--- config.mk ---
export PLATFORM = sky130hd
export DESIGN_NAME = axil_timeout_guard_flat
export DESIGN_NICKNAME = d
export VERILOG_FILES = /design/src/rtl/axil_timeout_guard_if.sv /design/src/rtl/axil_timeout_guard.sv /design/src/flat_wrapper.sv
export SDC_FILE = /design/constraint.sdc
export NUM_CORES = 1
export LEC_CHECK = 0
export BUFFER_PORTS_ARGS = -buffer_cell sky130_fd_sc_hd__buf_4
export CAP_MARGIN = 20
export CORE_AREA = 2 2 143 145
export CTS_CLUSTER_DIAMETER = 200
export CTS_CLUSTER_SIZE = 24
export DETAILED_ROUTE_END_ITERATION = 12
export DIE_AREA = 0 0 145 147
export GPL_ROUTABILITY_DRIVEN = 0
export PLACE_DENSITY = 0.79
export RECOVER_POWER = 50
export SLEW_MARGIN = 10
export SYNTH_ARGS = -nofsm -noshare
export SYNTH_HDL_FRONTEND = slang
export SYNTH_SLANG_ARGS = --single-unit
--- constraint.sdc ---
create_clock -name axi_aclk -period 2.3 [get_ports axi_aclk]
set_input_delay 0.345 -clock axi_aclk [delete_from_list [all_inputs] [get_ports axi_aclk]]
set_output_delay 0.345 -clock axi_aclk [all_outputs]
set_load 0.05 [all_outputs]
--- src/rtl/axil_timeout_guard_if.sv ---
// AXI4-Lite channel bundle; master drives requests, slave drives responses.
interface axil_timeout_guard_if #(
  parameter int ADDR_WIDTH = 40,
  parameter int DATA_WIDTH = 32
);
  logic                    awvalid, awready;
  logic [ADDR_WIDTH-1:0]   awaddr;
  logic [2:0]              awprot;
  logic                    wvalid, wready;
  logic [DATA_WIDTH-1:0]   wdata;
  logic [DATA_WIDTH/8-1:0] wstrb;
  logic                    bvalid, bready;
  logic [1:0]              bresp;
  logic                    arvalid, arready;
  logic [ADDR_WIDTH-1:0]   araddr;
  logic [2:0]              arprot;
  logic                    rvalid, rready;
  logic [DATA_WIDTH-1:0]   rdata;
  logic [1:0]              rresp;

  modport master (
    output awvalid, awaddr, awprot, input awready,
    output wvalid, wdata, wstrb, input wready,
    input bvalid, bresp, output bready,
    output arvalid, araddr, arprot, input arready,
    input rvalid, rdata, rresp, output rready
  );

  modport slave (
    input awvalid, awaddr, awprot, output awready,
    input wvalid, wdata, wstrb, output wready,
    output bvalid, bresp, input bready,
    input arvalid, araddr, arprot, output arready,
    output rvalid, rdata, rresp, input rready
  );
endinterface

--- src/rtl/axil_timeout_guard.sv ---
// AXI4-Lite pass-through that answers SLVERR upstream when the slave stalls,
// then quietly drains the late downstream response.
module axil_timeout_guard #(
  parameter int ADDR_WIDTH     = 40,
  parameter int DATA_WIDTH     = 32,
  parameter int TIMEOUT_CYCLES = 1024,
  parameter int CNT_WIDTH      = 16,
  parameter logic [DATA_WIDTH-1:0] ERR_RDATA = 32'hDEADDEAD
) (
  input  logic                 axi_aclk,
  input  logic                 axi_aresetn,
  axil_timeout_guard_if.slave  s_axi,
  axil_timeout_guard_if.master m_axi,
  output logic [CNT_WIDTH-1:0] wr_timeout_cnt,
  output logic [CNT_WIDTH-1:0] rd_timeout_cnt
);
  localparam int TW = $clog2(TIMEOUT_CYCLES);
  localparam logic [TW-1:0] T_LAST = TW'(TIMEOUT_CYCLES - 1);

  localparam logic [2:0] W_IDLE = 3'd0, W_ISSUE = 3'd1, W_RESP = 3'd2,
                         W_BUP  = 3'd3, W_TOUT  = 3'd4, W_DRAIN = 3'd5;
  localparam logic [2:0] R_IDLE = 3'd0, R_ISSUE = 3'd1, R_RESP = 3'd2,
                         R_RUP  = 3'd3, R_TOUT  = 3'd4, R_DRAIN = 3'd5;

  // run keeps every upstream ready low until the first clock after reset
  logic run;
  logic [2:0] w_state, r_state;
  logic aw_lat, w_lat, b_seen, ar_lat, r_seen;
  logic [ADDR_WIDTH-1:0]   awaddr_q, araddr_q;
  logic [2:0]              awprot_q, arprot_q;
  logic [DATA_WIDTH-1:0]   wdata_q, rdata_q;
  logic [DATA_WIDTH/8-1:0] wstrb_q;
  logic [1:0]              bresp_q, rresp_q;
  logic [TW-1:0]           w_timer, r_timer;

  // ---------------- write path ----------------
  logic w_out, w_busy, w_expire;
  logic aw_hs_up, w_hs_up, aw_hs_dn, w_hs_dn, b_hs, aw_lat_n, w_lat_n;

  assign w_out  = (w_state == W_ISSUE) || (w_state == W_TOUT) || (w_state == W_DRAIN);
  assign w_busy = (w_state == W_ISSUE) || (w_state == W_RESP);

  assign s_axi.awready = run && (w_state == W_IDLE) && !aw_lat;
  assign s_axi.wready  = run && (w_state == W_IDLE) && !w_lat;
  assign s_axi.bvalid  = (w_state == W_BUP) || (w_state == W_TOUT);
  assign s_axi.bresp   = (w_state == W_TOUT) ? 2'b10 : (w_state == W_BUP) ? bresp_q : 2'b00;
  assign m_axi.awvalid = w_out && aw_lat;
  assign m_axi.awaddr  = awaddr_q;
  assign m_axi.awprot  = awprot_q;
  assign m_axi.wvalid  = w_out && w_lat;
  assign m_axi.wdata   = wdata_q;
  assign m_axi.wstrb   = wstrb_q;
  assign m_axi.bready  = (w_state == W_RESP) || ((w_state == W_DRAIN) && !b_seen);

  assign aw_hs_up = s_axi.awvalid && s_axi.awready;
  assign w_hs_up  = s_axi.wvalid  && s_axi.wready;
  assign aw_hs_dn = m_axi.awvalid && m_axi.awready;
  assign w_hs_dn  = m_axi.wvalid  && m_axi.wready;
  assign b_hs     = m_axi.bvalid  && m_axi.bready;
  assign aw_lat_n = (aw_lat || aw_hs_up) && !aw_hs_dn;
  assign w_lat_n  = (w_lat  || w_hs_up)  && !w_hs_dn;
  // a response landing on the expiry cycle beats the timeout
  assign w_expire = w_busy && (w_timer == T_LAST) && !b_hs;

  always_ff @(posedge axi_aclk or negedge axi_aresetn) begin
    if (!axi_aresetn) begin
      run            <= 1'b0;
      w_state        <= W_IDLE;
      aw_lat         <= 1'b0;
      w_lat          <= 1'b0;
      b_seen         <= 1'b0;
      awaddr_q       <= '0;
      awprot_q       <= '0;
      wdata_q        <= '0;
      wstrb_q        <= '0;
      bresp_q        <= '0;
      w_timer        <= '0;
      wr_timeout_cnt <= '0;
    end else begin
      run    <= 1'b1;
      aw_lat <= aw_lat_n;
      w_lat  <= w_lat_n;
      if (aw_hs_up) begin
        awaddr_q <= s_axi.awaddr;
        awprot_q <= s_axi.awprot;
      end
      if (w_hs_up) begin
        wdata_q <= s_axi.wdata;
        wstrb_q <= s_axi.wstrb;
      end
      if (w_busy) w_timer <= w_timer + 1'b1;
      if (w_expire && (wr_timeout_cnt != '1)) wr_timeout_cnt <= wr_timeout_cnt + 1'b1;
      case (w_state)
        W_IDLE:  if (aw_lat_n && w_lat_n) begin
                   w_state <= W_ISSUE;
                   w_timer <= '0;
                 end
        W_ISSUE: if (w_expire) w_state <= W_TOUT;
                 else if (!aw_lat_n && !w_lat_n) w_state <= W_RESP;
        W_RESP:  if (b_hs) begin
                   bresp_q <= m_axi.bresp;
                   w_state <= W_BUP;
                 end else if (w_expire) w_state <= W_TOUT;
        W_BUP:   if (s_axi.bready) w_state <= W_IDLE;
        W_TOUT:  if (s_axi.bready) w_state <= W_DRAIN;
        W_DRAIN: begin
          if (b_hs) b_seen <= 1'b1;
          if ((b_seen || b_hs) && !aw_lat_n && !w_lat_n) begin
            b_seen  <= 1'b0;
            w_state <= W_IDLE;
          end
        end
        default: w_state <= W_IDLE;
      endcase
    end
  end

  // ---------------- read path ----------------
  logic r_out, r_busy, r_expire, ar_hs_up, ar_hs_dn, r_hs, ar_lat_n;

  assign r_out  = (r_state == R_ISSUE) || (r_state == R_TOUT) || (r_state == R_DRAIN);
  assign r_busy = (r_state == R_ISSUE) || (r_state == R_RESP);

  assign s_axi.arready = run && (r_state == R_IDLE);
  assign s_axi.rvalid  = (r_state == R_RUP) || (r_state == R_TOUT);
  assign s_axi.rdata   = (r_state == R_TOUT) ? ERR_RDATA : (r_state == R_RUP) ? rdata_q : '0;
  assign s_axi.rresp   = (r_state == R_TOUT) ? 2'b10 : (r_state == R_RUP) ? rresp_q : 2'b00;
  assign m_axi.arvalid = r_out && ar_lat;
  assign m_axi.araddr  = araddr_q;
  assign m_axi.arprot  = arprot_q;
  assign m_axi.rready  = (r_state == R_RESP) || ((r_state == R_DRAIN) && !r_seen);

  assign ar_hs_up = s_axi.arvalid && s_axi.arready;
  assign ar_hs_dn = m_axi.arvalid && m_axi.arready;
  assign r_hs     = m_axi.rvalid  && m_axi.rready;
  assign ar_lat_n = (ar_lat || ar_hs_up) && !ar_hs_dn;
  assign r_expire = r_busy && (r_timer == T_LAST) && !r_hs;

  always_ff @(posedge axi_aclk or negedge axi_aresetn) begin
    if (!axi_aresetn) begin
      r_state        <= R_IDLE;
      ar_lat         <= 1'b0;
      r_seen         <= 1'b0;
      araddr_q       <= '0;
      arprot_q       <= '0;
      rdata_q        <= '0;
      rresp_q        <= '0;
      r_timer        <= '0;
      rd_timeout_cnt <= '0;
    end else begin
      ar_lat <= ar_lat_n;
      if (ar_hs_up) begin
        araddr_q <= s_axi.araddr;
        arprot_q <= s_axi.arprot;
      end
      if (r_busy) r_timer <= r_timer + 1'b1;
      if (r_expire && (rd_timeout_cnt != '1)) rd_timeout_cnt <= rd_timeout_cnt + 1'b1;
      case (r_state)
        R_IDLE:  if (ar_hs_up) begin
                   r_state <= R_ISSUE;
                   r_timer <= '0;
                 end
        R_ISSUE: if (r_expire) r_state <= R_TOUT;
                 else if (!ar_lat_n) r_state <= R_RESP;
        R_RESP:  if (r_hs) begin
                   rdata_q <= m_axi.rdata;
                   rresp_q <= m_axi.rresp;
                   r_state <= R_RUP;
                 end else if (r_expire) r_state <= R_TOUT;
        R_RUP:   if (s_axi.rready) r_state <= R_IDLE;
        R_TOUT:  if (s_axi.rready) r_state <= R_DRAIN;
        R_DRAIN: begin
          if (r_hs) r_seen <= 1'b1;
          if ((r_seen || r_hs) && !ar_lat_n) begin
            r_seen  <= 1'b0;
            r_state <= R_IDLE;
          end
        end
        default: r_state <= R_IDLE;
      endcase
    end
  end
endmodule

--- src/flat_wrapper.sv ---
// flat-port wrapper written by rule: the top's interface ports become plain ports
module axil_timeout_guard_flat 
#(
  parameter int ADDR_WIDTH     = 40,
  parameter int DATA_WIDTH     = 32,
  parameter int TIMEOUT_CYCLES = 1024,
  parameter int CNT_WIDTH      = 16,
  parameter logic [DATA_WIDTH-1:0] ERR_RDATA = 32'hDEADDEAD
)
  (axi_aclk, axi_aresetn, wr_timeout_cnt, rd_timeout_cnt, s_axi_awvalid, s_axi_awaddr, s_axi_awprot, s_axi_awready, s_axi_wvalid, s_axi_wdata, s_axi_wstrb, s_axi_wready, s_axi_bvalid, s_axi_bresp, s_axi_bready, s_axi_arvalid, s_axi_araddr, s_axi_arprot, s_axi_arready, s_axi_rvalid, s_axi_rdata, s_axi_rresp, s_axi_rready, m_axi_awvalid, m_axi_awaddr, m_axi_awprot, m_axi_awready, m_axi_wvalid, m_axi_wdata, m_axi_wstrb, m_axi_wready, m_axi_bvalid, m_axi_bresp, m_axi_bready, m_axi_arvalid, m_axi_araddr, m_axi_arprot, m_axi_arready, m_axi_rvalid, m_axi_rdata, m_axi_rresp, m_axi_rready);
  axil_timeout_guard_if #(.ADDR_WIDTH(ADDR_WIDTH), .DATA_WIDTH(DATA_WIDTH)) s_axi_i ();
  axil_timeout_guard_if #(.ADDR_WIDTH(ADDR_WIDTH), .DATA_WIDTH(DATA_WIDTH)) m_axi_i ();
  input  logic axi_aclk;
  input  logic axi_aresetn;
  output logic [CNT_WIDTH-1:0] wr_timeout_cnt;
  output logic [CNT_WIDTH-1:0] rd_timeout_cnt;
  input wire logic [$bits(s_axi_i.awvalid)-1:0] s_axi_awvalid;
  input wire logic [$bits(s_axi_i.awaddr)-1:0] s_axi_awaddr;
  input wire logic [$bits(s_axi_i.awprot)-1:0] s_axi_awprot;
  output wire logic [$bits(s_axi_i.awready)-1:0] s_axi_awready;
  input wire logic [$bits(s_axi_i.wvalid)-1:0] s_axi_wvalid;
  input wire logic [$bits(s_axi_i.wdata)-1:0] s_axi_wdata;
  input wire logic [$bits(s_axi_i.wstrb)-1:0] s_axi_wstrb;
  output wire logic [$bits(s_axi_i.wready)-1:0] s_axi_wready;
  output wire logic [$bits(s_axi_i.bvalid)-1:0] s_axi_bvalid;
  output wire logic [$bits(s_axi_i.bresp)-1:0] s_axi_bresp;
  input wire logic [$bits(s_axi_i.bready)-1:0] s_axi_bready;
  input wire logic [$bits(s_axi_i.arvalid)-1:0] s_axi_arvalid;
  input wire logic [$bits(s_axi_i.araddr)-1:0] s_axi_araddr;
  input wire logic [$bits(s_axi_i.arprot)-1:0] s_axi_arprot;
  output wire logic [$bits(s_axi_i.arready)-1:0] s_axi_arready;
  output wire logic [$bits(s_axi_i.rvalid)-1:0] s_axi_rvalid;
  output wire logic [$bits(s_axi_i.rdata)-1:0] s_axi_rdata;
  output wire logic [$bits(s_axi_i.rresp)-1:0] s_axi_rresp;
  input wire logic [$bits(s_axi_i.rready)-1:0] s_axi_rready;
  output wire logic [$bits(m_axi_i.awvalid)-1:0] m_axi_awvalid;
  output wire logic [$bits(m_axi_i.awaddr)-1:0] m_axi_awaddr;
  output wire logic [$bits(m_axi_i.awprot)-1:0] m_axi_awprot;
  input wire logic [$bits(m_axi_i.awready)-1:0] m_axi_awready;
  output wire logic [$bits(m_axi_i.wvalid)-1:0] m_axi_wvalid;
  output wire logic [$bits(m_axi_i.wdata)-1:0] m_axi_wdata;
  output wire logic [$bits(m_axi_i.wstrb)-1:0] m_axi_wstrb;
  input wire logic [$bits(m_axi_i.wready)-1:0] m_axi_wready;
  input wire logic [$bits(m_axi_i.bvalid)-1:0] m_axi_bvalid;
  input wire logic [$bits(m_axi_i.bresp)-1:0] m_axi_bresp;
  output wire logic [$bits(m_axi_i.bready)-1:0] m_axi_bready;
  output wire logic [$bits(m_axi_i.arvalid)-1:0] m_axi_arvalid;
  output wire logic [$bits(m_axi_i.araddr)-1:0] m_axi_araddr;
  output wire logic [$bits(m_axi_i.arprot)-1:0] m_axi_arprot;
  input wire logic [$bits(m_axi_i.arready)-1:0] m_axi_arready;
  input wire logic [$bits(m_axi_i.rvalid)-1:0] m_axi_rvalid;
  input wire logic [$bits(m_axi_i.rdata)-1:0] m_axi_rdata;
  input wire logic [$bits(m_axi_i.rresp)-1:0] m_axi_rresp;
  output wire logic [$bits(m_axi_i.rready)-1:0] m_axi_rready;
  assign s_axi_i.awvalid = s_axi_awvalid;
  assign s_axi_i.awaddr = s_axi_awaddr;
  assign s_axi_i.awprot = s_axi_awprot;
  assign s_axi_awready = s_axi_i.awready;
  assign s_axi_i.wvalid = s_axi_wvalid;
  assign s_axi_i.wdata = s_axi_wdata;
  assign s_axi_i.wstrb = s_axi_wstrb;
  assign s_axi_wready = s_axi_i.wready;
  assign s_axi_bvalid = s_axi_i.bvalid;
  assign s_axi_bresp = s_axi_i.bresp;
  assign s_axi_i.bready = s_axi_bready;
  assign s_axi_i.arvalid = s_axi_arvalid;
  assign s_axi_i.araddr = s_axi_araddr;
  assign s_axi_i.arprot = s_axi_arprot;
  assign s_axi_arready = s_axi_i.arready;
  assign s_axi_rvalid = s_axi_i.rvalid;
  assign s_axi_rdata = s_axi_i.rdata;
  assign s_axi_rresp = s_axi_i.rresp;
  assign s_axi_i.rready = s_axi_rready;
  assign m_axi_awvalid = m_axi_i.awvalid;
  assign m_axi_awaddr = m_axi_i.awaddr;
  assign m_axi_awprot = m_axi_i.awprot;
  assign m_axi_i.awready = m_axi_awready;
  assign m_axi_wvalid = m_axi_i.wvalid;
  assign m_axi_wdata = m_axi_i.wdata;
  assign m_axi_wstrb = m_axi_i.wstrb;
  assign m_axi_i.wready = m_axi_wready;
  assign m_axi_i.bvalid = m_axi_bvalid;
  assign m_axi_i.bresp = m_axi_bresp;
  assign m_axi_bready = m_axi_i.bready;
  assign m_axi_arvalid = m_axi_i.arvalid;
  assign m_axi_araddr = m_axi_i.araddr;
  assign m_axi_arprot = m_axi_i.arprot;
  assign m_axi_i.arready = m_axi_arready;
  assign m_axi_i.rvalid = m_axi_rvalid;
  assign m_axi_i.rdata = m_axi_rdata;
  assign m_axi_i.rresp = m_axi_rresp;
  assign m_axi_rready = m_axi_i.rready;
  axil_timeout_guard #(.ADDR_WIDTH(ADDR_WIDTH), .DATA_WIDTH(DATA_WIDTH), .TIMEOUT_CYCLES(TIMEOUT_CYCLES), .CNT_WIDTH(CNT_WIDTH), .ERR_RDATA(ERR_RDATA)) u_core (.axi_aclk(axi_aclk), .axi_aresetn(axi_aresetn), .s_axi(s_axi_i), .m_axi(m_axi_i), .wr_timeout_cnt(wr_timeout_cnt), .rd_timeout_cnt(rd_timeout_cnt));
endmodule
==> results.md, run 1 <==
- The flow ran to the end, and the final reports show no timing, DRC or antenna violations.
- For the pin with the worst max-slew slack, the measured transition is 1.09 ns.
- The startpoint of the most critical hold path is s_axi_araddr[20].
- The number of nets in the layout is 1,359.
- For this run, the leading register cell type out of synthesis is sky130_fd_sc_hd__dfrtp_1.
- The cell taking the most area after synthesis is sky130_fd_sc_hd__dfrtp_1.
- Row generation in the floorplan step produced 52 rows.
- By count the netlist is led by sky130_fd_sc_hd__dfrtp_1 (222), sky130_fd_sc_hd__nand2_1 (163), sky130_fd_sc_hd__mux2_2 (119), sky130_fd_sc_hd__nor2_1 (36), sky130_fd_sc_hd__xnor2_1 (29).
- Of the cells placed in the final design, the portion with a size suffix greater than 1 is 38.2%.
- The routed design uses 1.60 mm of met3 wire.
- Summing all multi-input logic gate instances after layout gives 3790 sq um.
- The routed design has 24.4 mm of wire.
- The die covers 21,300 sq um.
- Measured against its own limit, the worst slew margin works out to 27.1%.
- In this run, CTS created clock tree buffers numbering 13.
- At the worst endpoint, the arrival time is 1.88 ns.
- The total of endpoints with negative setup slack in the final report is 0.
- The number of warnings issued by yosys is 0.
- In the synthesized netlist, the number of instances is 813.
- The number of design rule violations left after detail routing is 0.
- The number of buffers added on ports is 369.
- The area growth from synthesis to layout is 34.3%.
- The via count of the first global-routing pass is 7,507.
- The analysis attributes to cell leakage a power of 6.25 nW.
- The highest fanout seen on the critical path is 35.
- The largest single stage delay on the critical path is 0.43 ns.
- The most numerous cell in the Yosys netlist is sky130_fd_sc_hd__dfrtp_1.
- The overall power is 18.6 mW.
- The post-detailed-route wirelength per cell is 16.8 um.
- The required time of the critical path is 1.96 ns.
- At the placement stage, the worst setup path has a slack of 0.0839 ns.
- The post-synthesis register bit count is 222.
- The worst hold-check slack is 0.0466 ns.
- The average footprint of a synthesized cell is 11.7 sq um.
- For this run the aggregate overflow at the end of global routing stands at 0.
- The aggregate global-route resource usage is 22.2%.
- The buffer cell driving the clock tree root is sky130_fd_sc_hd__clkbuf_16.
- The total routed wire length on the met1 layer is 9.78 mm.
- In this run, placement finished with an instance count of 1,437.
- IR analysis of the VDD net gives a maximum drop of 1.07 mV.
- The pin count of the biggest net entering global routing is 72.
- The clock sink total is 222.
- The category of the most critical setup path is reg -> out.
- The clock tree from TritonCTS is done.
- The first routing iteration left 299 violations.
- STA classifies the critical path startpoint as a flip-flop.
- The endpoint of the worst-slack reg-to-reg timing path is u_core.wr_timeout_cnt[8]$_DFFE_PN0P_.
- The tool flagged a number of max-cap violations equal to 0.
- The worst hold path terminates at u_core.m_axi.araddr[20]$_DFFE_PN0N_.
- The async set-reset flop share out of synthesis is 100%.
- The initial utilization of the core area, before any placement, comes to 47.9%.
- During I/O placement, the number of pins put on the boundary was 370.
- The via count is 7,373.
- Wire segments on met2 add up to 12.2 mm in the final route.
- Walking the worst path, the cells encountered are buf_4 > and3b_1 > buf_12 > or2_2 > buf_6.
- The portion of synthesized cell area occupied by the leading cell type is 58.4%.
- The critical path capture point type is an output port.
- The number of stages on the worst hold path is 3.
- The H-tree level count is 1.
- The clock skew is 0.0192 ns.
- After synthesis, flip-flops and latches occupy 58.4% of the total area.
- Yosys mapped the design onto 54 distinct sky130hd cell types.
- In this run the worst hold path is classified as in -> reg.
- The slowest cell on the critical path is sky130_fd_sc_hd__dfrtp_2.
- The worst-case reg-to-reg path depth is 6.
- The clock passes through at most 3 buffers.
- The HPWL reported at the end of detailed placement is 18.0 mm.
- The count of final max-slew check failures was 0.
- After detailed routing, the number of vias per cell comes to 5.07.
- Of the available clock period, the critical path in the final layout requires 96.6%.
- The die extent in y is 147 um.
- The insertion delay to the later sink of the worst-skew pair is 0.46 ns.
- The area of the core region is 19,800 sq um.
- The power density relative to cell area is 1460 nW/um^2.
- The worst-case setup margin in the final layout is 0.0790 ns.
- After layout, the minimum clock period comes to 2.22 ns.
- The final antenna-violating net count is 0.
- Synthesis produced a netlist with a net count of 987.
- The first-pass GRT wire length is 39.0 mm.
- The die width is 145 um.
- Cells fill 64.4% of the core in the end.
- The number of search-and-repair iterations in the first detailed-routing pass is 4.
- The worst register-to-register path begins at u_core.w_state[1]$_DFFE_PN0P_.
- The highest metal layer used by the detailed router is met4.
- The count of placed standard cells in the final layout, fillers left out is 1,455.
- The number of antenna violations at the first check in global routing is 1.
- The synthesized netlist occupies a cell area of 9510 sq um.
- Clock-pin slew was measured on the worst setup and hold paths at 0.10 ns.
- Sorting the synthesized cells by area gives the leading types as sky130_fd_sc_hd__dfrtp_1 (58%), sky130_fd_sc_hd__mux2_2 (14%), sky130_fd_sc_hd__nand2_1 (6.4%).
- The hold violation count in the final report came to 0.
- Derived from the worst setup path, the maximum achievable clock frequency is 450 MHz.
- The number of enable-type register cells in the synthesized netlist is 0.
- The layout filler cell count is 1,657.
- The total area of sequential cells is 5560 sq um.
- The setup check on the worst reg-to-reg path leaves a slack of 0.13 ns.
## kinds of logic after synthesis
group,count (synthesis),synth area share (%)
AND/OR/NAND/NOR,306,15.5
flip-flops,222,58.4
multiplexers,121,14.3
AO/OA/AOI/OAI,64,4.51
buffers and inverters,49,2.47
XOR/XNOR,46,4.24
adder cells (fa/ha/maj),4,0.526
other,1,0.0394
## worst max path at each step
| stage | start | end | slack, ns | depth (start not counted) |
|---|---|---|---|---|
| 2_1_floorplan | u_core.rd_timeout_cnt[0]$_DFFE_PN0P_ | u_core.rd_timeout_cnt[1]$_DFFE_PN0P_ | 0.06 | 5 |
| 3_3_place_gp | u_core.w_state[2]$_DFFE_PN0P_ | u_core.m_axi.awaddr[14]$_DFFE_PN0P_ | 0.20 | 4 |
| 3_5_place_dp | u_core.w_state[1]$_DFFE_PN0P_ | u_core.wr_timeout_cnt[6]$_DFFE_PN0P_ | 0.08 | 7 |
| 4_1_cts | u_core.r_state[1]$_DFFE_PN0P_ | s_axi_rvalid | 0.05 | 5 |
| 5_1_grt | u_core.w_state[1]$_DFFE_PN0P_ | u_core.wr_timeout_cnt[8]$_DFFE_PN0P_ | -0.002 | 6 |
| 6_report | u_core.r_state[0]$_DFFE_PN0P_ | s_axi_rvalid | 0.08 | 5 |
## metrics by stage
step,TNS (ns),instance area (sq um)
after global placement,0,12700
after floorplan,0,9540
after CTS,0,13100
after detailed placement,0,12700
after global routing,-0.00384,12800
final,0,12800
## sequential cells by signal, summed over array words and instances (netlist names), 2 cells and up
register and count:
u_core.bresp_q 2, u_core.m_axi.araddr 40, u_core.m_axi.arprot 3, u_core.m_axi.awaddr 40, u_core.m_axi.awprot 3, u_core.m_axi.wdata 32, u_core.m_axi.wstrb 4, u_core.r_state 3
u_core.r_timer 10, u_core.rd_timeout_cnt 16, u_core.rdata_q 32, u_core.rresp_q 2, u_core.w_state 3, u_core.w_timer 10, u_core.wr_timeout_cnt 16
## per-layer routing
metal / up-vias / global-route usage [%]
met5: - / 0
met4: 0 / 6.78
met3: 41 / 5.09
met2: 251 / 39.1
met1: 3592 / 27.2
li1: 3489 / -
## layout by cell type, fill, tap and decap left out, types with 2 or more instances in the layout
master | netlist | layout
sky130_fd_sc_hd__a21o_1 | 24 | 24
sky130_fd_sc_hd__a21oi_1 | 11 | 11
sky130_fd_sc_hd__a31oi_1 | 4 | 4
sky130_fd_sc_hd__and2_1 | 17 | 16
sky130_fd_sc_hd__and3_1 | 10 | 10
sky130_fd_sc_hd__and4_1 | 4 | 4
sky130_fd_sc_hd__buf_12 | 0 | 5
sky130_fd_sc_hd__buf_4 | 2 | 281
sky130_fd_sc_hd__buf_6 | 3 | 8
sky130_fd_sc_hd__clkbuf_1 | 20 | 100
sky130_fd_sc_hd__clkbuf_16 | 0 | 13
sky130_fd_sc_hd__clkbuf_2 | 0 | 3
sky130_fd_sc_hd__dfrtp_1 | 222 | 220
sky130_fd_sc_hd__dfrtp_2 | 0 | 2
sky130_fd_sc_hd__ha_1 | 4 | 4
sky130_fd_sc_hd__inv_1 | 7 | 7
sky130_fd_sc_hd__mux2_2 | 119 | 119
sky130_fd_sc_hd__mux2i_1 | 2 | 2
sky130_fd_sc_hd__nand2_1 | 163 | 163
sky130_fd_sc_hd__nand2b_1 | 3 | 3
sky130_fd_sc_hd__nand3_1 | 22 | 22
sky130_fd_sc_hd__nand3b_1 | 4 | 4
sky130_fd_sc_hd__nand4_1 | 6 | 6
sky130_fd_sc_hd__nor2_1 | 36 | 36
sky130_fd_sc_hd__nor2b_1 | 4 | 2
sky130_fd_sc_hd__nor2b_4 | 0 | 2
sky130_fd_sc_hd__nor3_1 | 9 | 8
sky130_fd_sc_hd__nor3_4 | 1 | 2
sky130_fd_sc_hd__nor3b_1 | 4 | 2
sky130_fd_sc_hd__nor3b_2 | 1 | 2
sky130_fd_sc_hd__nor4_1 | 4 | 4
sky130_fd_sc_hd__nor4b_1 | 4 | 3
sky130_fd_sc_hd__o21ai_0 | 13 | 12
sky130_fd_sc_hd__or2_2 | 3 | 3
sky130_fd_sc_hd__or3_1 | 2 | 2
sky130_fd_sc_hd__xnor2_1 | 29 | 29
sky130_fd_sc_hd__xor2_1 | 17 | 17
## power breakdown
part / switching (mW) / total (mW) / internal [mW] / leakage [nW]
Clock: 1.26 / 2.31 / 1.04 / 0.170
Sequential: 0.879 / 6.35 / 5.47 / 2.75
Combinational: 7.00 / 9.95 / 2.94 / 3.33
## worst max-delay path: cells and delay by family, from the launching register on
kind                   cells  cell delay [ns]
buffers and inverters      3             0.49
AND/OR/NAND/NOR            2             0.49
flip-flops                 1             0.43
## repair_timing
item                                   CTS  global route
buffers inserted                         2             0
gates resized for setup                  5            12
endpoints found under the hold margin   65             0
setup endpoints to repair               25            13
cloned                                   0             0
hold buffers                             1             0
## area by class of cell
type	count	area share, %
clock inverters	1	0.157
repair buffers	399	21.2
diodes	1	0.0196
clock buffers	13	2.55
well taps	270	2.64
multi-input cells	542	29.7
flip-flops and latches	222	43.5
inverters	7	0.206
(Power assumes the default switching activity.)
==> inputs of run 2 (changes only) <==
Settings changed: CORE_AREA 2 2 143 145 to default, CORE_ASPECT_RATIO from default to 0.5, CORE_UTILIZATION from default to 49, DIE_AREA 0 0 145 147 to default, HOLD_SLACK_MARGIN from default to 0.05, PLACE_DENSITY 0.79 to 0.8.
==> run 2 against run 1 <==
- first-iteration DRC count fell by 1.7%
- sequential power rose by 0.9%
- combinational power rose by 0.4%
- routed wire length fell by 0.82%
- die area fell by 6.1%
- power rose by 0.53%
==> results.md, run 2 (synthesis results as in run 1) <==
- The floorplan step defined a core boundary enclosing 18,700 sq um.
- The via count of the first global-routing pass is 7,609.
- The count of final max-slew check failures is 0.
- For this run, global-route usage on met3 was measured as 4.15%.
- Global routing finished with a remaining overflow of 0.
- The number of nets in the layout is 1,385.
- The critical path runs through a total of 3 cells.
- The type of the worst min-delay path is in -> reg.
- The die area is 20,000 sq um.
- Across the run, the number of max-cap violations was 0.
- Data arrives at the worst endpoint at 1.92 ns.
- No sink is reached through more buffers than the 3 on the longest clock path.
- The most common cell after layout, fill and taps aside is sky130_fd_sc_hd__buf_4.
- For this block, the routed nets add up to 24.2 mm of wire.
- In this run the tightest slew margin relative to its limit is 48.8%.
- The flop-to-flop setup slack is 0.11 ns.
- At the later pin of the worst-skew pair, clock insertion delay measures 0.47 ns.
- In the routed layout, each cell is associated on average with a via count of 5.13.
- After layout, the worst setup slack is 0.0358 ns.
- The most critical setup path has its endpoint at s_axi_awready.
- The post-detailed-route wirelength per cell is 16.5 um.
- The top cell types in the final layout, fill and taps aside, are sky130_fd_sc_hd__buf_4 (299), sky130_fd_sc_hd__dfrtp_1 (216), sky130_fd_sc_hd__nand2_1 (163), sky130_fd_sc_hd__mux2_2 (119), sky130_fd_sc_hd__clkbuf_1 (98).
- Setup repair after global routing left no endpoint under its margin.
- Entering global routing, the biggest net connects 71 pins.
- Counting every sink on the clock net gives 222.
- The number of antenna violations at the first check in global routing is 0.
- The required time of the critical path is 1.96 ns.
- The shortest clock period the worst path allows after layout is 2.26 ns.
- The endpoint of the worst-slack reg-to-reg timing path is u_core.wr_timeout_cnt[8]$_DFFE_PN0P_.
- From synthesis to final layout, the design area changed by 36.3%.
- The longest individual stage delay on the worst path is 0.58 ns.
- The antenna diode count is 0.
- The HPWL after detailed placement is 17.8 mm.
- The cell leakage power is 6.37 nW.
- The clock skew is 0.0195 ns.
- The count of placed standard cells in the final layout, fillers left out is 1,469.
- The detailed router finished its first iteration with 294 violations.
- The most utilized layer in the global route result is met2.
- The buffer cell driving the clock tree root is sky130_fd_sc_hd__clkbuf_16.
- For this run, the share of the core covered by cells in the final layout is 69.3%.
- TritonCTS built the clock tree.
- The worst-case vdd ir drop is 0.926 mV.
- The first-pass GRT wire length is 37.6 mm.
- The kind of cell adding the most delay to the critical path is simple AND/OR/NAND/NOR gates.
- The number of cells on the worst reg-to-reg path is 6.
- Clock-pin slew was measured on the worst setup and hold paths at 0.10 ns.
- Pin placement for this block handled 370 I/O pins.
- Setup violations remaining at the end of the flow were counted as 0.
- The accumulated negative setup slack is 0 ns.
- The type of origin of the critical path is a flip-flop.
- The hold violation count in the final report is 0.
- Derived from the worst setup path, the maximum achievable clock frequency is 442 MHz.
- The measured slew at the worst slew-check pin is 0.768 ns.
- The routed layout has 7,538 vias.
- In this run the most critical hold path is launched from s_axi_araddr[27].
- The number of design rule violations left after detail routing is 0.
- The number of buffers and inverters on the critical path is 1.
- The final antenna-violating net count is 0.
- The H-tree level count is 1.
- For met2 alone, demand over resource in global routing was 43.0%.
- Global routing consumed, over all layers together, 23.3% of the routing resources.
- The setup slack at placement is 0.0135 ns.
- The number of search-and-repair iterations in the first detailed-routing pass is 4.
- The global routing usage on met1 is 28.3%.
- The slowest cell on the critical path is sky130_fd_sc_hd__or4b_4.
- The count of standard-cell rows is 35.
- The category of the most critical setup path is reg -> out.
- In this run the worst setup path begins at u_core.w_state[2]$_DFFE_PN0P_.
- In this run the vertical extent of the chip is 101 um.
- The flow ran to the end, and the final reports show no timing, DRC or antenna violations.
- The share of cells above drive strength 1 is 38.8%.
- Traced cell by cell, the critical path runs through or4b_4 > nor2_1 > buf_6.
- Of the available clock period, the critical path in the final layout requires 98.4%.
- Buffers placed on the I/O ports in this run total 369.
- From left edge to right edge, the die measures 199 um.
- The highest fanout seen on the critical path is 16.
- TritonCTS created 13 clock buffers.
- The number of cells in the design after placement is 1,429.
- The effective utilization at floorplan is 50.9%.
- The reg-to-reg critical path startpoint is u_core.w_state[0]$_DFFE_PN0P_.
- In this run the power density over the cells is 1440 nW/um^2.
- The critical path capture point type is an output port.
==> run 2: cell types whose count changed in the layout (fill, tap and decap cells not counted), sizes merged <==
cell and delta:
diode -1, dlygate4sd3 +14, buf +12
==> run 2: worst min-delay path, delay by kind of cell <==
kind	cells	cell delay, ns
buf+inv	1	0.08
simple gates	2	0.09
==> run 2: final cells by class <==
class                           instances  area (sq um)
Multi-Input combinational cell        542          3780
Timing Repair Buffer                  425          2930
Tap cell                              259           324
Clock inverter                          1          20.0
Fill cell                            1444          5730
Inverter                                7          26.3
Sequential cell                       222          5560
Clock buffer                           13           325
==> run 2: per-layer routing <==
metal / routed length (um) / vias to the layer above
met5: 0 / -
met4: 537 / 0
met3: 1210 / 41
met2: 12800 / 209
met1: 9640 / 3755
li1: - / 3533
==> run 2: repair_timing <==
action                                 in CTS  in global routing
buffers inserted                            2                  9
resized for setup                           7                  4
endpoints found under the hold margin      80                  0
setup endpoints to repair                  32                 19
pin swaps                                   0                  0
hold buffers                               15                  0
==> run 2: stage by stage <==
| stage | total power, mW | hold slack (ns) | instance area, sq um |
|---|---|---|---|
| 2_1_floorplan | 13.7 | 0.0494 | 9540 |
| 3_3_place_gp | 16.8 | 0.342 | 12700 |
| 3_5_place_dp | 17.1 | 0.344 | 12700 |
| 4_1_cts | 19.5 | 0.0506 | 13300 |
| 5_1_grt | 19.6 | 0.0584 | 13000 |
| 6_report | 18.7 | 0.0668 | 13000 |
==> run 2: worst min-delay path by stage <==
stage,to,slack (ns),cells past startpoint
after CTS,u_core.m_axi.araddr[6]$_DFFE_PN0N_,0.05,3
after global routing,u_core.m_axi.araddr[33]$_DFFE_PN0N_,0.06,3
after global placement,u_core.rdata_q[17]$_DFFE_PN0P_,0.34,1
after detailed placement,u_core.rdata_q[17]$_DFFE_PN0P_,0.34,1
after floorplan,u_core.ar_lat$_DFF_PN0_,0.05,0
final,u_core.m_axi.araddr[27]$_DFFE_PN0N_,0.07,3
==> run 2: report_power, final <==
part / internal, mW / switching, mW
clock: 1.04 / 1.25
sequential: 5.48 / 0.935
combinational: 3.01 / 6.98
==> inputs of run 3 (changes only) <==
Settings changed: ABC_AREA from default to 1, CORE_UTILIZATION 49 to 50, PLACE_DENSITY 0.8 to 0.81.
==> run 3 against run 2 <==
- clock skew fell by 0.0010 ns
- highest routed layer unchanged
- count of clock-buffer cells in the layout unchanged
- register-to-register slack improved by 0.13 ns
- critical path depth increased by 2
- synthesized cell count up 28%
- sequential share of layout area decreased by 0.39 points
- fmax increased by 2.2%
- critical endpoint is now s_axi_rdata[18]
- largest power group unchanged
- cell area rose by 0.81%
- combinational power increased by 4%
==> results.md, run 3 <==
- The flow ran to the end, and the final reports show no timing, DRC or antenna violations.
- The antenna diode count is 0.
- The first-pass GRT wire length is 39.5 mm.
- OpenSTA, run right after detailed placement, puts the worst setup slack at 0.263 ns.
- The die extent in y is 102 um.
- The async set-reset flop share out of synthesis is 100%.
- The clock passes through at most 3 buffers.
- The final critical path takes up 96.4% of the cycle.
- The post-CTS setup buffer count is 0.
- The count of final max-slew check failures was 0.
- The proportion of power drawn by combinational gates is 54.4%.
- For the pin with the worst max-slew slack, the measured transition is 1.11 ns.
- In this run the number of H-tree levels came out at 1.
- The share of cells above drive strength 1 is 27.7%.
- The critical path capture point type is an output port.
- The final antenna-violating net count is 0.
- In the synthesized netlist, the cells that appear most often are sky130_fd_sc_hd__nand2_1 (263), sky130_fd_sc_hd__dfrtp_1 (222), sky130_fd_sc_hd__nor2_1 (96), sky130_fd_sc_hd__inv_1 (91), sky130_fd_sc_hd__mux2_2 (45).
- The top cell types in the final layout, fill and taps aside, are sky130_fd_sc_hd__buf_4 (274), sky130_fd_sc_hd__nand2_1 (263), sky130_fd_sc_hd__dfrtp_1 (221), sky130_fd_sc_hd__clkbuf_1 (97), sky130_fd_sc_hd__nor2_1 (96).
- On the final layout, the worst clock skew is 0.0185 ns.
- Sorting the synthesized cells by area gives the leading types as sky130_fd_sc_hd__dfrtp_1 (56%), sky130_fd_sc_hd__nand2_1 (9.9%), sky130_fd_sc_hd__mux2_2 (5.1%).
- The most common cell after layout, fill and taps aside is sky130_fd_sc_hd__buf_4.
- The most common cell in the synthesized netlist is sky130_fd_sc_hd__nand2_1.
- After synthesis the netlist holds a flip-flop and latch count of 222.
- The core region is 19,500 sq um.
- The share of total power in the clock network is 12.2%.
- The maximum clock frequency is 451 MHz.
- The worst endpoint data arrival time is 1.87 ns.
- For this run, the share of the core covered by cells in the final layout is 67.2%.
- The number of design rule violations left after detail routing is 0.
- For this design the total switching power over the nets is 9.91 mW.
- In this run the cell area of the synthesized design comes to 9930 sq um.
- The category of the most critical setup path is reg -> out.
- The clock buffer count from CTS is 13.
- The min-delay analysis places its worst path in the category in -> reg.
- The tool flagged a number of max-cap violations equal to 0.
- The number of buffers added on ports is 369.
- The power density relative to cell area is 1460 nW/um^2.
- After the last flow step, the layout net total stands at 1,579.
- The sequential share of power is 33.4%.
- The switching part of the total power is 52.1%.
- STA classifies the critical path startpoint as a flip-flop.
- The shortest clock period the worst path allows after layout is 2.22 ns.
- The clock sink total is 222.
- Setup repair after global routing left no endpoint under its margin.
- Of all nets on the critical path, the largest fanout is 26.
- Yosys mapped the design onto 41 distinct sky130hd cell types.
- For this configuration, the core starts out at a cell density of 51.0%.
- The hold violation count in the final report was 0.
- Setup violations remaining at the end of the flow were counted as 0.
- The pin count of the biggest net entering global routing is 62.
- The predominant post-synthesis flop cell is sky130_fd_sc_hd__dfrtp_1.
- The post-detailed-routing wire length is 25.4 mm.
- Summed over all cells, the static leakage comes to 6.64 nW.
- The share of synthesized area in the top cell type comes to 55.9%.
- The number of enable-type register cells in the synthesized netlist is 0.
- The number of warnings issued by yosys is 0.
- The post-detailed-route wirelength per cell is 15.2 um.
- The sequential share of the synthesized area is 55.9%.
- Synthesis produced 1,040 cells.
- Internal power comes to 9.13 mW.
- The routed layout has 8,319 vias.
- The sum of overflow across all layers after global routing is 0.
- At the worst endpoint, the required time is 1.96 ns.
- The biggest area contributor in the post-synthesis netlist is sky130_fd_sc_hd__dfrtp_1.
- Across every metal layer, demand over resource in global routing totals 23.7%.
- The buffer cell driving the clock tree root is sky130_fd_sc_hd__clkbuf_16.
- The average footprint of a synthesized cell is 9.55 sq um.
- The number of search-and-repair iterations in the first detailed-routing pass is 5.
- The floorplan step defined a die boundary enclosing 20,500 sq um.
- The number of primary I/O pins is 370.
- The clock tree from TritonCTS is done.
- The number of antenna violations at the first check in global routing was 0.
- Synthesis produced a netlist with a net count of 1,214.
- In this run the horizontal extent of the chip is 201 um.
- The first-iteration detailed-routing DRC count is 435.
- Setup total negative slack on the finished layout was measured at 0 ns.
- After floorplanning, the core was divided into 36 placement rows.
- The via count of the first global-routing pass was 7,915.
- Relative to the synthesized area, the layout overhead comes to 31.6%.
- The relative slew slack is 25.8%.
- The worst-case setup margin in the final layout is 0.0835 ns.
- The clock-pin slew of the registers on the worst-case setup and hold paths is 0.10 ns.
- The worst-case vdd ir drop is 0.710 mV.
- The average via count per standard cell is 4.98.
- The clock reaches the later pin of the worst-skew pair after 0.47 ns.
- The wire-length estimate of the detail-placed layout is 19.1 mm.
-- run 3: cell types whose count changed after synthesis, moves of 15 or more --
cell / change
sky130_fd_sc_hd__mux2_2: -74
sky130_fd_sc_hd__o21ai_1: +22
sky130_fd_sc_hd__xnor2_1: -15
sky130_fd_sc_hd__inv_1: +84
sky130_fd_sc_hd__and2_1: -17
sky130_fd_sc_hd__nand2_1: +100
sky130_fd_sc_hd__nor2_1: +60
sky130_fd_sc_hd__o21ai_0: +22
sky130_fd_sc_hd__a21o_1: -24
sky130_fd_sc_hd__a21oi_1: +32
sky130_fd_sc_hd__mux2_1: +34
-- run 3: timing repair --
action                     CTS  global route
hold endpoints to repair    57             0
resized for setup            5             4
hold buffers                 1             0
setup endpoints to repair   25            13
-- run 3: kinds of logic after synthesis --
logic type	count (synthesis)	synth area share, %
AO/OA/AOI/OAI	106	5.53
buffers and inverters	135	5.66
XOR/XNOR	38	3.35
multiplexers	79	8.96
AND/OR/NAND/NOR	455	20.0
adder cells (fa/ha/maj)	4	0.504
other	1	0.0378
flip-flops	222	55.9
-- run 3: layout make-up --
class,instances,area (sq um)
repair buffers,385,2620
fillers,1579,6390
well taps,266,333
clock buffers,13,325
clock inverters,1,20.0
inverters,100,378
flip-flops and latches,222,5560
multi-input cells,683,3840
-- run 3: worst paths after layout --
| check | to | cells past startpoint | start | slack (ns) |
|---|---|---|---|---|
| max | s_axi_rdata[18] | 5 | u_core.r_state[2]$_DFFE_PN0P_ | 0.08 |
| min | u_core.m_axi.araddr[17]$_DFFE_PN0N_ | 3 | s_axi_araddr[17] | 0.07 |
| max reg2reg | u_core.m_axi.awaddr[37]$_DFFE_PN0P_ | 6 | u_core.w_state[0]$_DFFE_PN0P_ | 0.24 |
| min reg2reg | u_core.m_axi.araddr[28]$_DFFE_PN0N_ | 2 | u_core.m_axi.araddr[28]$_DFFE_PN0N_ | 0.48 |
| max in group asynchronous | u_core.m_axi.wdata[29]$_DFFE_PN0P_ | 3 | axi_aresetn | 0.41 |
| min in group asynchronous | u_core.bresp_q[1]$_DFFE_PN0P_ | 2 | axi_aresetn | 0.39 |
-- run 3: worst max-delay path, cell delays in order, from the launching register on --
cell                      delay, ns
sky130_fd_sc_hd__dfrtp_1       0.45
sky130_fd_sc_hd__inv_2         0.12
sky130_fd_sc_hd__nand3_4       0.15
sky130_fd_sc_hd__buf_12        0.21
sky130_fd_sc_hd__o21ai_0       0.22
sky130_fd_sc_hd__buf_4         0.25
-- run 3: per-layer routing --
layer	GRT usage (%)	routed length, um	vias to the layer above
li1	-	-	4038
met1	31.4	10800	4000
met2	41.9	13100	239
met3	3.02	1040	42
met4	6.18	554	0
met5	0	0	-
-- run 3: per-stage QoR --
| step | std cells | power (mW) | hold WS [ns] | cell area, sq um |
|---|---|---|---|---|
| detailed placement | 1655 | 17.5 | 0.321 | 13100 |
| global placement | 1655 | 17.2 | 0.315 | 13100 |
| floorplan | 1040 | 13.9 | 0.0494 | 9930 |
| global route | 1670 | 20.0 | 0.0543 | 13100 |
| finish | 1670 | 19.0 | 0.0695 | 13100 |
| CTS | 1670 | 19.9 | 0.0578 | 13500 |
-- run 3: power by group through the flow --
stage | sequential (mW) | combinational (mW) | clock, mW
3_5_place_dp | 6.41 | 11.1 | 0
2_1_floorplan | 9.91 | 4.02 | 0
5_1_grt | 6.53 | 11.0 | 2.53
3_3_place_gp | 6.32 | 10.9 | 0
4_1_cts | 6.36 | 11.1 | 2.38
6_report | 6.36 | 10.4 | 2.32
